`src/rtl/dac_sweep_sequencer.sv`:
```
// Triangular (cyclic-voltammetry) sweep: walks a DAC code between two vertices and back to the start code.
// Each code is handed to the DAC via req/ack; one ADC strobe fires period+1 clocks after every ack.
module dac_sweep_sequencer #(
    parameter int DAC_W = 8,
    parameter int PER_W = 16,
    parameter int CYC_W = 8
) (
    input  logic             clk,
    input  logic             rst_n,
    input  logic             start,
    input  logic             abort,
    input  logic [DAC_W-1:0] v_start,
    input  logic [DAC_W-1:0] v_low,
    input  logic [DAC_W-1:0] v_high,
    input  logic [DAC_W-1:0] step,
    input  logic [PER_W-1:0] period,
    input  logic [CYC_W-1:0] n_cycles,
    input  logic             dir_up,
    output logic [DAC_W-1:0] dac_code,
    output logic             dac_req,
    input  logic             dac_ack,
    output logic             adc_trig,
    output logic             busy,
    output logic             done,
    output logic             aborted,
    output logic             cfg_err,
    output logic [CYC_W-1:0] cycle_cnt
);
    localparam int TRN_W = CYC_W + 1;

    typedef enum logic [2:0] {
        S_IDLE,
        S_LOAD,
        S_SETTLE,
        S_SAMPLE,
        S_STEP
    } state_t;

    state_t state_q, state_d;

    logic [DAC_W-1:0] v_start_q, v_low_q, v_high_q, step_q;
    logic [PER_W-1:0] period_q;
    logic [CYC_W-1:0] ncyc_q;

    logic [DAC_W-1:0] code_q, code_d;
    logic             dir_q, dir_d;
    logic [TRN_W-1:0] turns_q, turns_d;
    logic [CYC_W-1:0] cyc_q, cyc_d;
    logic [PER_W-1:0] cnt_q, cnt_d;
    logic             fin_q, fin_d;
    logic             done_q, aborted_q, cfg_err_q;

    logic cfg_ok, start_ok, kill;

    assign cfg_ok   = (v_low <= v_start) && (v_start <= v_high) && (step != '0)
                      && (period != '0) && (n_cycles != '0);
    assign start_ok = (state_q == S_IDLE) && start && cfg_ok;
    assign kill     = (state_q != S_IDLE) && abort;

    always_ff @(posedge clk) begin
        if (!rst_n) begin
            state_q <= S_IDLE;
        end else begin
            state_q <= state_d;
        end
    end

    always_comb begin
        state_d = state_q;
        case (state_q)
            S_IDLE:   if (start_ok) state_d = S_LOAD;
            S_LOAD:   if (dac_ack) state_d = S_SETTLE;
            S_SETTLE: if (cnt_q == '0) state_d = S_SAMPLE;
            S_SAMPLE: state_d = fin_q ? S_IDLE : S_STEP;
            S_STEP:   state_d = S_LOAD;
            default:  state_d = S_IDLE;
        endcase
        // abort outranks ack and settle expiry, so a pending strobe never fires
        if (kill) state_d = S_IDLE;
    end

    // Step arithmetic is one bit wider so code+step can never wrap past the vertex.
    logic             fin_leg, hit;
    logic [DAC_W-1:0] tgt;
    logic [DAC_W:0]   sum_x;

    always_comb begin
        fin_leg = (turns_q == {ncyc_q, 1'b0});
        tgt     = fin_leg ? v_start_q : (dir_q ? v_high_q : v_low_q);
        sum_x   = {1'b0, code_q} + {1'b0, step_q};
        if (dir_q) hit = (sum_x >= {1'b0, tgt});
        else       hit = ({1'b0, code_q} <= ({1'b0, tgt} + {1'b0, step_q}));
    end

    always_comb begin
        code_d  = code_q;
        dir_d   = dir_q;
        turns_d = turns_q;
        cyc_d   = cyc_q;
        cnt_d   = cnt_q;
        fin_d   = fin_q;
        case (state_q)
            S_IDLE: begin
                if (start_ok) begin
                    code_d  = v_start;
                    dir_d   = dir_up;
                    turns_d = '0;
                    cyc_d   = '0;
                    fin_d   = 1'b0;
                end
            end
            S_LOAD:   if (dac_ack) cnt_d = period_q - PER_W'(1);
            S_SETTLE: if (cnt_q != '0) cnt_d = cnt_q - PER_W'(1);
            S_STEP: begin
                if (!hit) begin
                    code_d = dir_q ? sum_x[DAC_W-1:0] : (code_q - step_q);
                end else begin
                    code_d = tgt;
                    if (fin_leg) begin
                        fin_d = 1'b1;
                    end else begin
                        dir_d   = ~dir_q;
                        turns_d = turns_q + TRN_W'(1);
                        // every second vertex closes one triangle
                        if (turns_q[0]) cyc_d = cyc_q + CYC_W'(1);
                    end
                end
            end
            default: ;
        endcase
    end

    always_ff @(posedge clk) begin
        if (!rst_n) begin
            v_start_q <= '0;
            v_low_q   <= '0;
            v_high_q  <= '0;
            step_q    <= '0;
            period_q  <= '0;
            ncyc_q    <= '0;
            code_q    <= '0;
            dir_q     <= 1'b0;
            turns_q   <= '0;
            cyc_q     <= '0;
            cnt_q     <= '0;
            fin_q     <= 1'b0;
            done_q    <= 1'b0;
            aborted_q <= 1'b0;
            cfg_err_q <= 1'b0;
        end else begin
            if (start_ok) begin
                v_start_q <= v_start;
                v_low_q   <= v_low;
                v_high_q  <= v_high;
                step_q    <= step;
                period_q  <= period;
                ncyc_q    <= n_cycles;
            end
            code_q    <= code_d;
            dir_q     <= dir_d;
            turns_q   <= turns_d;
            cyc_q     <= cyc_d;
            cnt_q     <= cnt_d;
            fin_q     <= fin_d;
            done_q    <= (state_q == S_SAMPLE) && fin_q && !abort;
            aborted_q <= kill;
            cfg_err_q <= (state_q == S_IDLE) && start && !cfg_ok;
        end
    end

    always_comb begin
        dac_req   = (state_q == S_LOAD);
        adc_trig  = (state_q == S_SAMPLE);
        busy      = (state_q != S_IDLE);
        dac_code  = code_q;
        done      = done_q;
        aborted   = aborted_q;
        cfg_err   = cfg_err_q;
        cycle_cnt = cyc_q;
    end
endmodule

```
`config.mk`:
```
export PLATFORM = sky130hd
export DESIGN_NAME = dac_sweep_sequencer
export DESIGN_NICKNAME = d
export VERILOG_FILES = /design/src/rtl/dac_sweep_sequencer.sv
export SDC_FILE = /design/constraint.sdc
export NUM_CORES = 1
export LEC_CHECK = 0
export BUFFER_PORTS_ARGS = -buffer_cell sky130_fd_sc_hd__buf_2
export CORE_MARGIN = 2
export CORE_UTILIZATION = 60
export CTS_CLUSTER_DIAMETER = 120
export DETAILED_ROUTE_END_ITERATION = 10
export PLACE_DENSITY = 0.79
export SLEW_MARGIN = 30
export SYNTH_ARGS = -nofsm -noshare
export SYNTH_HDL_FRONTEND = slang
export SYNTH_SLANG_ARGS = --single-unit
```
`constraint.sdc`:
```
create_clock -name clk -period 6.5 [get_ports clk]
set_input_delay 0.65 -clock clk [delete_from_list [all_inputs] [get_ports clk]]
set_output_delay 0.65 -clock clk [all_outputs]
set_load 0.005 [all_outputs]
```
After elaboration in Yosys (flattened, before gate mapping)
Index checks and enable logic that the tools add are counted.
{ "totals": {"out_inout_bits": 22, "wordCells": 102, "register_bits": 105, "in_bits": 62} }
{ "classes": {"muxes": 32, "bitwise_logic": 2, "eq_ne": 13, "add_sub_neg": 7, "n_reduce_logical": 28, "magnitude_cmp": 4} }
{ "op_table": {"columns": ["operator", "count"], "rows": [
  ["$mux W8", 9],
  ["$mux W16", 2],
  ["$pmux W16 S2", 1],
  ["$pmux W8 S2", 2],
  ["$reduce_bool A16 Y1", 2],
  ["$sub A16 B1 Y16 const B", 2],
  ["$mux W9", 3],
  ["$add A8 B8 Y9", 2],
  ["$pmux W9 S2", 1],
  ["$le A8 B8 Y1", 2],
  ["$logic_not A16 Y1", 1],
  ["$reduce_bool A8 Y1", 2],
  ["$pmux W3 S5", 1],
  ["$ne A2 B2 Y1 const B", 7],
  ["$mux W3", 4],
  ["$logic_and A1 B1 Y1", 10],
  ["$add A9 B1 Y9 const B", 1],
  ["$eq A9 B9 Y1", 1],
  ["$ge A9 B8 Y1", 1],
  ["$le A8 B9 Y1", 1],
  ["$add A8 B1 Y8 const B", 1],
  ["$reduce_and A4 Y1", 2],
  ["$sub A8 B8 Y8", 1],
  ["$mux W1", 7],
  ["14 further kinds", 20]
]} }

Depth between registers and ports, before layout
Gate-level depths: netlist of the first run.
{ "depth": {"depth_word": 8, "mapped_depth": 24} }

Least setup slack after synthesis of the first run
OpenSTA, ideal clock, no wires.
{ "synth_path": {"kind": "flip-flop to flip-flop", "from": "register turns_q[3]", "to": "register turns_q[6]", "t_required_ps": 6383, "n_path_buf": 2, "path_stages_with_launch": 22, "setup_ps": 117, "t_arrival_ps": 4677, "setup_slack_ps": 1707, "synth_period_minus_slack_ps": 4793, "path_cell_list": "dfxtp_1 -> xnor2_1 -> nand3_1 -> or4_1 -> buf_4 -> buf_6 -> a21oi_1 -> ha_1 -> inv_1 -> fa_1 -> nor2b_1 -> o31ai_2 -> nand2b_1 -> a211oi_1 -> or2_2 -> ha_1 -> a21o_1 -> a221oi_1 -> a2111oi_4 -> a22o_2 -> o311a_1 -> a22o_1"} }
{ "synth_via": {"elab_chain_len": 7, "word_cells_on_any_way": 13, "cone_classes": "add/sub (2); order compare (2); eq/ne (3); mux (5); reduce/logical (1)"} }
{ "synth_lines": {"columns": ["item", "line", "text"], "rows": [
  ["from (decl)", "47", "logic [TRN_W-1:0] turns_q, turns_d;"],
  ["from (signal assigned)", "161", "turns_q <= turns_d;"],
  ["$eq A9 B9 Y1", "88", "fin_leg = (turns_q == {ncyc_q, 1'b0});"],
  ["$mux W8", "89", "tgt = fin_leg ? v_start_q : (dir_q ? v_high_q : v_low_q);"],
  ["$add A8 B8 Y9", "92", "else hit = ({1'b0, code_q} <= ({1'b0, tgt} + {1'b0, step_q}));"],
  ["$le A8 B9 Y1", "92", null],
  ["$mux W1", "91", "if (dir_q) hit = (sum_x >= {1'b0, tgt});"],
  ["$ne A2 B2 Y1 (no source line)", null, null],
  ["$reduce_and A4 Y1 (no source line)", null, null]
]} }
Several ways; a longest one is shown, not always the timed one. The select of a mux whose other input is x is not followed.
A chain may end at the register's enable or synchronous reset.

Worst setup path after layout of the first run
{ "layout_path": {"from": "register turns_q[3]", "to": "register turns_q[2]"} }
{ "layout_via": {"elab_chain_len": 7, "word_cells_on_any_way": 9, "cone_classes": "add/sub (1); order compare (2); eq/ne (3); mux (2); reduce/logical (1)"} }
{ "layout_lines": {"columns": ["item", "line"], "rows": [
  ["$eq A9 B9 Y1 (*)", "88"],
  ["$mux W8", "89"],
  ["$add A8 B8 Y9", "92"],
  ["$le A8 B9 Y1", "92"],
  ["$mux W1", "91"],
  ["$ne A2 B2 Y1 (no source line)", null],
  ["$reduce_and A4 Y1 (no source line) (*)", null]
]} }
Every way passes the cells marked *; elsewhere a longest branch is shown, timed or not.

==> results of run 1 <==
[routing by layer]
metal / part of all wire / vias to the layer above / GRT usage
met2: 0.45 / 241 / 0.4583
met4: 0.020 / 0 / 0.09919
met1: 0.47 / 3221 / 0.4212
met3: 0.060 / 29 / 0.04198
li1: - / 3390 / -
met5: 0 / - / 0
[cell usage in the layout (no fill, tap or decap), types with 5 or more instances in the layout]
master,instances
nor3_1,23
nor2b_1,12
a21o_1,6
o21ai_1,6
a211oi_1,7
mux2i_1,23
a32oi_1,5
buf_2,83
a22o_1,5
and3_1,9
o21a_1,9
xnor2_1,18
o211ai_1,11
a21oi_1,92
o31a_1,7
ha_1,59
o21ai_0,36
nand3_1,21
mux2_2,7
nand2_1,173
inv_1,49
o22ai_1,8
nor4_1,12
clkbuf_16,9
buf_4,8
or2_2,6
dfxtp_1,105
xor2_1,10
nor2_1,56
a22oi_1,6
nand4_1,9
a31oi_1,6
[per-stage QoR]
step | std cells | total power [µW] | instance area, µm²
after floorplan | 920 | 1850 | 7177
after global placement | 1109 | 2099 | 7611
after detailed placement | 1109 | 2116 | 7611
after CTS | 1125 | 2721 | 7930
after global routing | 1125 | 2924 | 7930
final | 1125 | 2739 | 7930
[report_power, final]
group / internal (µW) / switching, µW / leakage, µW
logic: 518 / 787 / 0.00231
registers: 733 / 107 / 0.000853
clock network: 342 / 252 / 0.000155
total: 1590 / 1150 / 0.00332
[worst max path at each step]
stage               start          to  slack, ns  depth (start not counted)
4_1_cts        turns_q[3]  turns_q[4]       0.82                         19
3_3_place_gp   turns_q[3]  turns_q[4]       0.95                         19
2_1_floorplan  turns_q[3]  turns_q[6]       1.71                         21
6_report       turns_q[3]  turns_q[2]       0.76                         19
5_1_grt        turns_q[3]  turns_q[2]       0.45                         19
3_5_place_dp   turns_q[3]  turns_q[2]       0.84                         19
[worst reg2reg max path, stage by stage (launching register included)]
cell and delay [ns]:
dfxtp_1 0.43, xnor2_1 0.15, nand3_1 0.08, or4_1 0.86, a21oi_1 0.39, ha_1 0.22
inv_1 0.06, fa_1 0.40, nor2b_1 0.20, o31ai_2 0.10, nand2b_1 0.08, a211oi_1 0.06
or2_2 0.28, ha_1 0.30, a21o_1 0.17, a221oi_1 0.46, a2111oi_4 0.16, a22oi_2 0.58
a311oi_4 0.27, a221o_1 0.41
[sequential cells by signal (all words and copies together) (netlist names)]
signal / count
v_high_q: 8
aborted: 1
cfg_err: 1
dir_q: 1
cnt_q: 16
step_q: 8
fin_q: 1
state_q: 3
done: 1
v_start_q: 8
turns_q: 9
v_low_q: 8
dac_code: 8
cycle_cnt: 8
ncyc_q: 8
period_q: 16
[cells by family after synthesis]
logic type | after synthesis | share of synthesized area
fa+ha+maj | 62 | 0.1112
compound gates | 244 | 0.2272
mux | 32 | 0.04620
xor+xnor | 28 | 0.03417
flops | 105 | 0.2929
simple gates | 353 | 0.2296
buf+inv | 96 | 0.05875
[final cells by class]
| class | count | area share |
|---|---|---|
| multi-input cells | 719 | 0.5880 |
| flip-flops and latches | 105 | 0.2651 |
| repair buffers | 91 | 0.05996 |
| clock buffers | 11 | 0.02935 |
| inverters | 51 | 0.02414 |
| well taps | 143 | 0.02256 |
| clock inverters | 5 | 0.01089 |
==> run summary, run 1 <==
run status - finished, final reports clean
syn_area_per_cell - 7.801 µm²
FP Rows - 39
CTS resizes - 0
initial core utilization - 0.6206
r2r endpoint - turns_q[2]
GPL Wtd Cong - 0.9605
Final nets - 1101
Seq/Total Area, Yosys - 0.2929
most frequent CP cell - ha_1
R2R depth - 19
largest net degree at the start of global routing - 50
CTS sink count - 105
first-pass GRT wire length - 30.62 mm
Final ANT Viol Nets - 0
area of the mapped netlist - 0.007177 mm²
post-DP HPWL - 13.59 mm
Register Area - 0.002102 mm²
DRT iter0 DRCs - 621
Period minus WS final - 5.738 ns
Chip Width - 113.4 µm
area leader, netlist - dfxtp_1
DRC viols - 0
unrepaired setup endpoints after global routing - no
CP max FO - 19
VDD IR max - 0.0002284 V
vias per cell - 6.116
register bit total from synthesis - 105
R2R setup slack - 0.76 ns
CP Class - reg -> reg
share of the synthesized area in the top cell type - 0.2929
synthesis-to-layout area growth - 10.50%
drt wl/cell - 16.52 µm
EDFF count, synth - 0
slowest stage delay, CP - 0.86 ns
gr usage total - 0.2943
CTS Buf Count - 9
Final Cycle Share - 0.8827
commonest cells in the netlist - 173 x nand2_1, 105 x dfxtp_1, 92 x a21oi_1, 59 x ha_1, 56 x nor2_1
Setup-failing EPs final - 0
FMAX - 174.3 MHz
Pwr Density - 345.4 mW/mm²
ANT cells - 0
final hold viol count - 0
synthesized instance count - 920
Buf+Inv Stages, Crit Path - 1
core area - 0.01156 mm²
Worst-Margin Slew - 0.8027 ns
worst hold path class - reg -> reg
CTS Hold Buffers Added - 0
Crit path max-delay family - compound AO/OA/AOI/OAI gates
Clock transition at path regs - 0.07 ns
WP data arrival - 5.98 ns
Port Buffer Count - 83
dominant synthesized flop cell - dfxtp_1
CTS root buffer - clkbuf_16
Final Util - 0.6857
share of layout cells above drive strength 1 - 0.1405
Post-CTS Setup Repair Bufs - 0
CP Cell Sequence - xnor2_1 -> nand3_1 -> or4_1 -> a21oi_1 -> ha_1 -> inv_1 -> fa_1 -> nor2b_1 -> o31ai_2 -> nand2b_1 -> a211oi_1 -> or2_2 -> ha_1 -> a21o_1 -> a221oi_1 -> a2111oi_4 -> a22oi_2 -> a311oi_4 -> a221o_1
Hold WS - 0.4523 ns
vias in the first global route - 6294
library cells used by synthesis - 78
worst hold start - v_low_q[5]
Worst Clk Skew - 0.01084 ns
Final Max Slew Viols - 0
DIE HEIGHT - 113.4 µm
leakage - 0.003317 µW
Async S/R FF share, synth - 0
worst reg2reg startpoint - turns_q[3]
gr ovfl total - 0
post-route setup slack - 0.7624 ns
Hold Path Depth - 2
number of max-cap violations - 0
most common cell in the netlist - nand2_1
setup_tns - 0 ns
Hold EP - v_low_q[5]
Startpoint Class - flop
CTS tree - built
CTS max path bufs - 2
Rel. slew slack - 0.4631
Crit-path slowest cell - or4_1
CTS H-tree depth - 3
drt first pass iters - 5
Top Ports - 84
synth warn - 0
largest cells by area after synthesis - dfxtp_1 29%, ha_1 10%, nand2_1 9.0%
Die ar. - 0.01285 mm²
total area of multi-input combinational cells - 0.004663 mm²
post-synth net total - 1044
drt total wl - 18.58 mm
antenna violations before repair - 0
CP Capture Type - flop
Setup WS pre-CTS - 0.8401 ns
Via Count - 6881
filler instances - 1010
Skew-Pair Late Insertion Delay - 0.36 ns
required time of the critical path - 6.74 ns
Power figures use the tool's default switching activity.
==> run 2, diff against run 1 <==
--- a/config.mk
+++ b/config.mk
@@ -11,6 +11,7 @@
 export CTS_CLUSTER_DIAMETER = 120
 export DETAILED_ROUTE_END_ITERATION = 10
 export PLACE_DENSITY = 0.79
+export REMOVE_ABC_BUFFERS = 1
 export SLEW_MARGIN = 30
 export SYNTH_ARGS = -nofsm -noshare
 export SYNTH_HDL_FRONTEND = slang
==> run summary, run 2 (synthesis gave the netlist of run 1 again) <==
DRT iter0 DRCs - 605
Clock power frac - 0.204
biggest regs - cnt_q (16), period_q (16), turns_q (9)
Crit path max-delay family - compound AO/OA/AOI/OAI gates
initial core utilization - 0.6206
CTS tree - built
Worst Clk Skew - 0.01027 ns
Cells after DPL - 1110
Top Ports - 84
Worst-Margin Slew - 0.7587 ns
Period minus WS final - 5.706 ns
number of max-cap violations - 0
drt first pass iters - 5
FMAX - 175.3 MHz
Post-CTS Setup Repair Bufs - 0
CTS root buffer - clkbuf_16
Final nets - 1102
Die ar. - 0.01285 mm²
CTS max path bufs - 2
most frequent CP cell - ha_1
Via Count - 6823
Pwr Density - 338.5 mW/mm²
Final ANT Viol Nets - 0
antenna violations before repair - 0
GPL Wtd Cong - 0.9365
worst hold start - v_low_q[4]
gr ovfl total - 0
Port Buffer Count - 83
share of layout cells above drive strength 1 - 0.1424
Final Cycle Share - 0.8778
Final Max Slew Viols - 0
CTS sink count - 105
final hold viol count - 0
worst reg2reg startpoint - turns_q[3]
Skew-Pair Late Insertion Delay - 0.37 ns
CTS Buf Count - 9
FP Rows - 39
synthesis-to-layout area growth - 10.34%
Int Power - 1530 µW
post-DP HPWL - 13.76 mm
fin cells - 1126
DRC viols - 0
vias in the first global route - 6262
Seq pwr share - 0.312
DIE HEIGHT - 113.4 µm
leakage - 0.003307 µW
run status - finished, final reports clean
ANT cells - 0
CP Capture Type - flop
total power - 2680 µW
gr usage total - 0.2960
largest net degree at the start of global routing - 50
CTS H-tree depth - 3
post-route setup slack - 0.7944 ns
Hold WS - 0.4560 ns
Hold Path Depth - 2
unrepaired setup endpoints after global routing - no
slowest stage delay, CP - 0.85 ns
first-pass GRT wire length - 30.79 mm
setup_tns - 0 ns
Setup-failing EPs final - 0
drt wl/cell - 16.79 µm
drt total wl - 18.90 mm
Comb pwr share - 0.483
switching part of the total - 0.4292
Rel. slew slack - 0.4942
Setup WS pre-CTS - 0.8668 ns
Crit-path slowest cell - or4_1
Buf+Inv Stages, Crit Path - 1
CP max FO - 19
CP Class - reg -> reg
VDD IR max - 0.0002131 V
worst hold path class - reg -> reg
WP data arrival - 5.96 ns
CTS Hold Buffers Added - 0
Sw Pwr - 1150 µW
most frequent cells in the layout - 173 x nand2_1, 105 x dfxtp_1, 92 x a21oi_1
most common cell after layout, fill and taps aside - nand2_1
r2r endpoint - turns_q[4]
Chip Width - 113.4 µm
CP Cell Sequence - xnor2_1 -> nand3_1 -> or4_1 -> a21oi_1 -> ha_1 -> inv_1 -> fa_1 -> nor2b_1 -> o31ai_2 -> nand2b_1 -> a211oi_1 -> or2_2 -> ha_1 -> a21o_1 -> a221oi_1 -> a2111oi_4 -> a22oi_2 -> a311oi_4 -> a221o_1
CTS resizes - 0
required time of the critical path - 6.75 ns
Hold EP - v_low_q[4]
R2R setup slack - 0.79 ns
Startpoint Class - flop
vias per cell - 6.060
core area - 0.01156 mm²
R2R depth - 19
Clock transition at path regs - 0.07 ns
==> run 2: worst register-to-register path, cell delays in order (launching register included) <==
cell and delay (ns):
dfxtp_1 0.43, xnor2_1 0.14, nand3_1 0.08, or4_1 0.85
a21oi_1 0.38, ha_1 0.22, inv_1 0.05, fa_1 0.39
nor2b_1 0.19, o31ai_2 0.11, nand2b_1 0.08, a211oi_1 0.06
or2_2 0.28, ha_1 0.29, a21o_1 0.17, a221oi_1 0.43
a2111oi_4 0.16, a22oi_2 0.60, a311oi_4 0.27, a221o_1 0.41
==> run 2: layout make-up <==
type | count | area, µm²
multi-input cells | 719 | 4658
repair buffers | 92 | 499.2
well taps | 143 | 178.9
inverters | 51 | 191.4
fillers | 1005 | 3646
clock buffers | 10 | 239.0
flip-flops and latches | 105 | 2102
clock inverters | 6 | 50.05
==> run 2: worst max-delay path by stage <==
| stage | from | endpoint | slack (ns) | cells after the start |
|---|---|---|---|---|
| final | turns_q[3] | turns_q[4] | 0.79 | 19 |
| after global routing | turns_q[3] | turns_q[4] | 0.42 | 19 |
| after CTS | turns_q[3] | turns_q[4] | 0.86 | 19 |
| after detailed placement | turns_q[3] | turns_q[4] | 0.87 | 19 |
| after global placement | turns_q[3] | turns_q[2] | 1.0 | 19 |
| after floorplan | turns_q[3] | turns_q[2] | 1.40 | 19 |
==> run 2: per-stage QoR <==
stage | instance area, µm² | util
final | 7919 | 0.6847
after CTS | 7919 | 0.6847
after global routing | 7919 | 0.6847
after global placement | 7619 | 0.6588
after detailed placement | 7630 | 0.6597
after floorplan | 6947 | -
==> run 2: per-layer routing <==
layer / part of all wire / track usage / up-vias
li1: - / - / 3401
met1: 0.45 / 0.3918 / 3177
met2: 0.47 / 0.4830 / 210
met3: 0.055 / 0.05951 / 35
met4: 0.025 / 0.1057 / 0
met5: 0 / 0 / -
==> run 2: power by group through the flow <==
| stage | registers (µW) | logic, µW | clock network (µW) |
|---|---|---|---|
| final | 837 | 1300 | 548 |
| after global routing | 851 | 1440 | 573 |
| after detailed placement | 848 | 1270 | 0 |
| after global placement | 845 | 1250 | 0 |
| after CTS | 834 | 1280 | 553 |
| after floorplan | 823 | 967 | 0 |
==> run 3, diff against run 2 <==
--- a/config.mk
+++ b/config.mk
@@ -11,6 +11,7 @@
 export CTS_CLUSTER_DIAMETER = 120
 export DETAILED_ROUTE_END_ITERATION = 10
 export PLACE_DENSITY = 0.79
+export RECOVER_POWER = 100
 export REMOVE_ABC_BUFFERS = 1
 export SLEW_MARGIN = 30
 export SYNTH_ARGS = -nofsm -noshare
==> run summary, run 3 (synthesis gave the netlist of run 1 again) <==
Final ANT Viol Nets - 0
Final Max Slew Viols - 123
ANT cells - 0
antenna violations before repair - 0
Rel. slew slack - -0.4550
CP Capture Type - flop
run status - finished with violations
placed cell areas - 0.007630 mm²
drt wl/cell - 16.72 µm
FP Rows - 39
CTS Hold Buffers Added - 0
failing checks - max-capacitance violations, max-slew violations
Startpoint Class - flop
CTS root buffer - clkbuf_16
CP Class - reg -> reg
WP data arrival - 6.13 ns
vias per cell - 6.070
unrepaired setup endpoints after global routing - no
Worst Clk Skew - 0.01323 ns
required time of the critical path - 6.75 ns
CP max FO - 19
gr ovfl total - 0
core area - 0.01156 mm²
fin cells - 1126
filler instances - 1022
Cells after DPL - 1110
Chip Width - 113.4 µm
Clock transition at path regs - 0.07 ns
Worst-Margin Slew - 2.183 ns
most common cell after layout, fill and taps aside - nand2_1
total power - 2652 µW
worst hold path class - reg -> reg
largest net degree at the start of global routing - 50
Top Ports - 84
CTS H-tree depth - 3
biggest regs - cnt_q (16), period_q (16), turns_q (9)
first-pass GRT wire length - 30.79 mm
post-DP HPWL - 13.76 mm
Die ar. - 0.01285 mm²
CTS resizes - 0
FMAX - 170.2 MHz
leakage - 0.003249 µW
Skew-Pair Late Insertion Delay - 0.37 ns
Period minus WS final - 5.875 ns
DRC viols - 0
Via Count - 6835
Register Area - 0.002102 mm²
CTS sink count - 105
drt total wl - 18.83 mm
total area of multi-input combinational cells - 0.004607 mm²
Finished Cell Area - 0.007823 mm²
DRT iter0 DRCs - 606
VDD IR max - 0.0002121 V
vias in the first global route - 6262
final hold viol count - 0
Setup-failing EPs final - 0
drt first pass iters - 5
CTS max path bufs - 2
Post-CTS Setup Repair Bufs - 0
GPL Wtd Cong - 0.9365
initial core utilization - 0.6206
CTS tree - built
Final Cycle Share - 0.9039
number of max-cap violations - 3
Final nets - 1102
synthesis-to-layout area growth - 8.996%
CTS Buf Count - 9
most frequent cells in the layout - 173 x nand2_1, 105 x dfxtp_1, 92 x a21oi_1
gr usage total - 0.2960
share of layout cells above drive strength 1 - 0.1231
setup_tns - 0 ns
Port Buffer Count - 83
Pwr Density - 339.0 mW/mm²
DIE HEIGHT - 113.4 µm
## run 3: critical path, cell delays in order, from the launching register on
cell and delay [ns]:
dfxtp_1 0.43, xnor2_1 0.14, nand3_1 0.08, or4_1 0.83
a21oi_1 0.36, ha_1 0.21, inv_1 0.05, fa_1 0.39
nor2b_1 0.17, o31ai_1 0.13, nand2b_1 0.10, a211oi_1 0.06
or2_2 0.28, ha_1 0.30, and3_1 0.17, and3_1 0.17
o21ai_1 0.11, a2111oi_4 0.45, a22o_1 0.65, nor2_1 0.31
a221o_1 0.35
## run 3: power by group
group,internal (µW),switching [µW],leakage [µW]
combinational,506,763,0.00226
sequential,733,105,0.000853
clock,275,271,0.000136
total,1510,1140,0.00325
## run 3: cell type report
cell class | instances | area share
inverters | 51 | 0.02447
well taps | 143 | 0.02287
clock buffers | 10 | 0.03055
multi-input cells | 719 | 0.5889
flip-flops and latches | 105 | 0.2687
repair buffers | 92 | 0.05806
clock inverters | 6 | 0.006398
## run 3: final timing paths
| kind | start | to | slack (ns) | cells past startpoint |
|---|---|---|---|---|
| max | turns_q[3] | turns_q[4] | 0.62 | 20 |
| min | v_low_q[4] | v_low_q[4] | 0.46 | 2 |
| max reg2reg | turns_q[3] | turns_q[4] | 0.62 | 20 |
| min reg2reg | v_low_q[4] | v_low_q[4] | 0.46 | 2 |
## run 3: layer usage
metal | up-vias | routed length [µm] | track usage | part of all wire
li1 | 3396 | - | - | -
met1 | 3167 | 8459 | 0.3918 | 0.45
met2 | 233 | 8740 | 0.4830 | 0.46
met3 | 39 | 1108 | 0.05951 | 0.059
met4 | 0 | 523 | 0.1057 | 0.028
met5 | - | 0 | 0 | 0
## run 3: per-stage QoR
step | hold slack (ns) | setup slack, ns | util
3_3_place_gp | 0.4410 | 0.9977 | 0.6588
2_1_floorplan | 0.4214 | 1.403 | -
6_report | 0.4557 | 0.6249 | 0.6764
3_5_place_dp | 0.4439 | 0.8668 | 0.6597
4_1_cts | 0.4543 | 0.8626 | 0.6847
5_1_grt | 0.4721 | 0.2776 | 0.6764
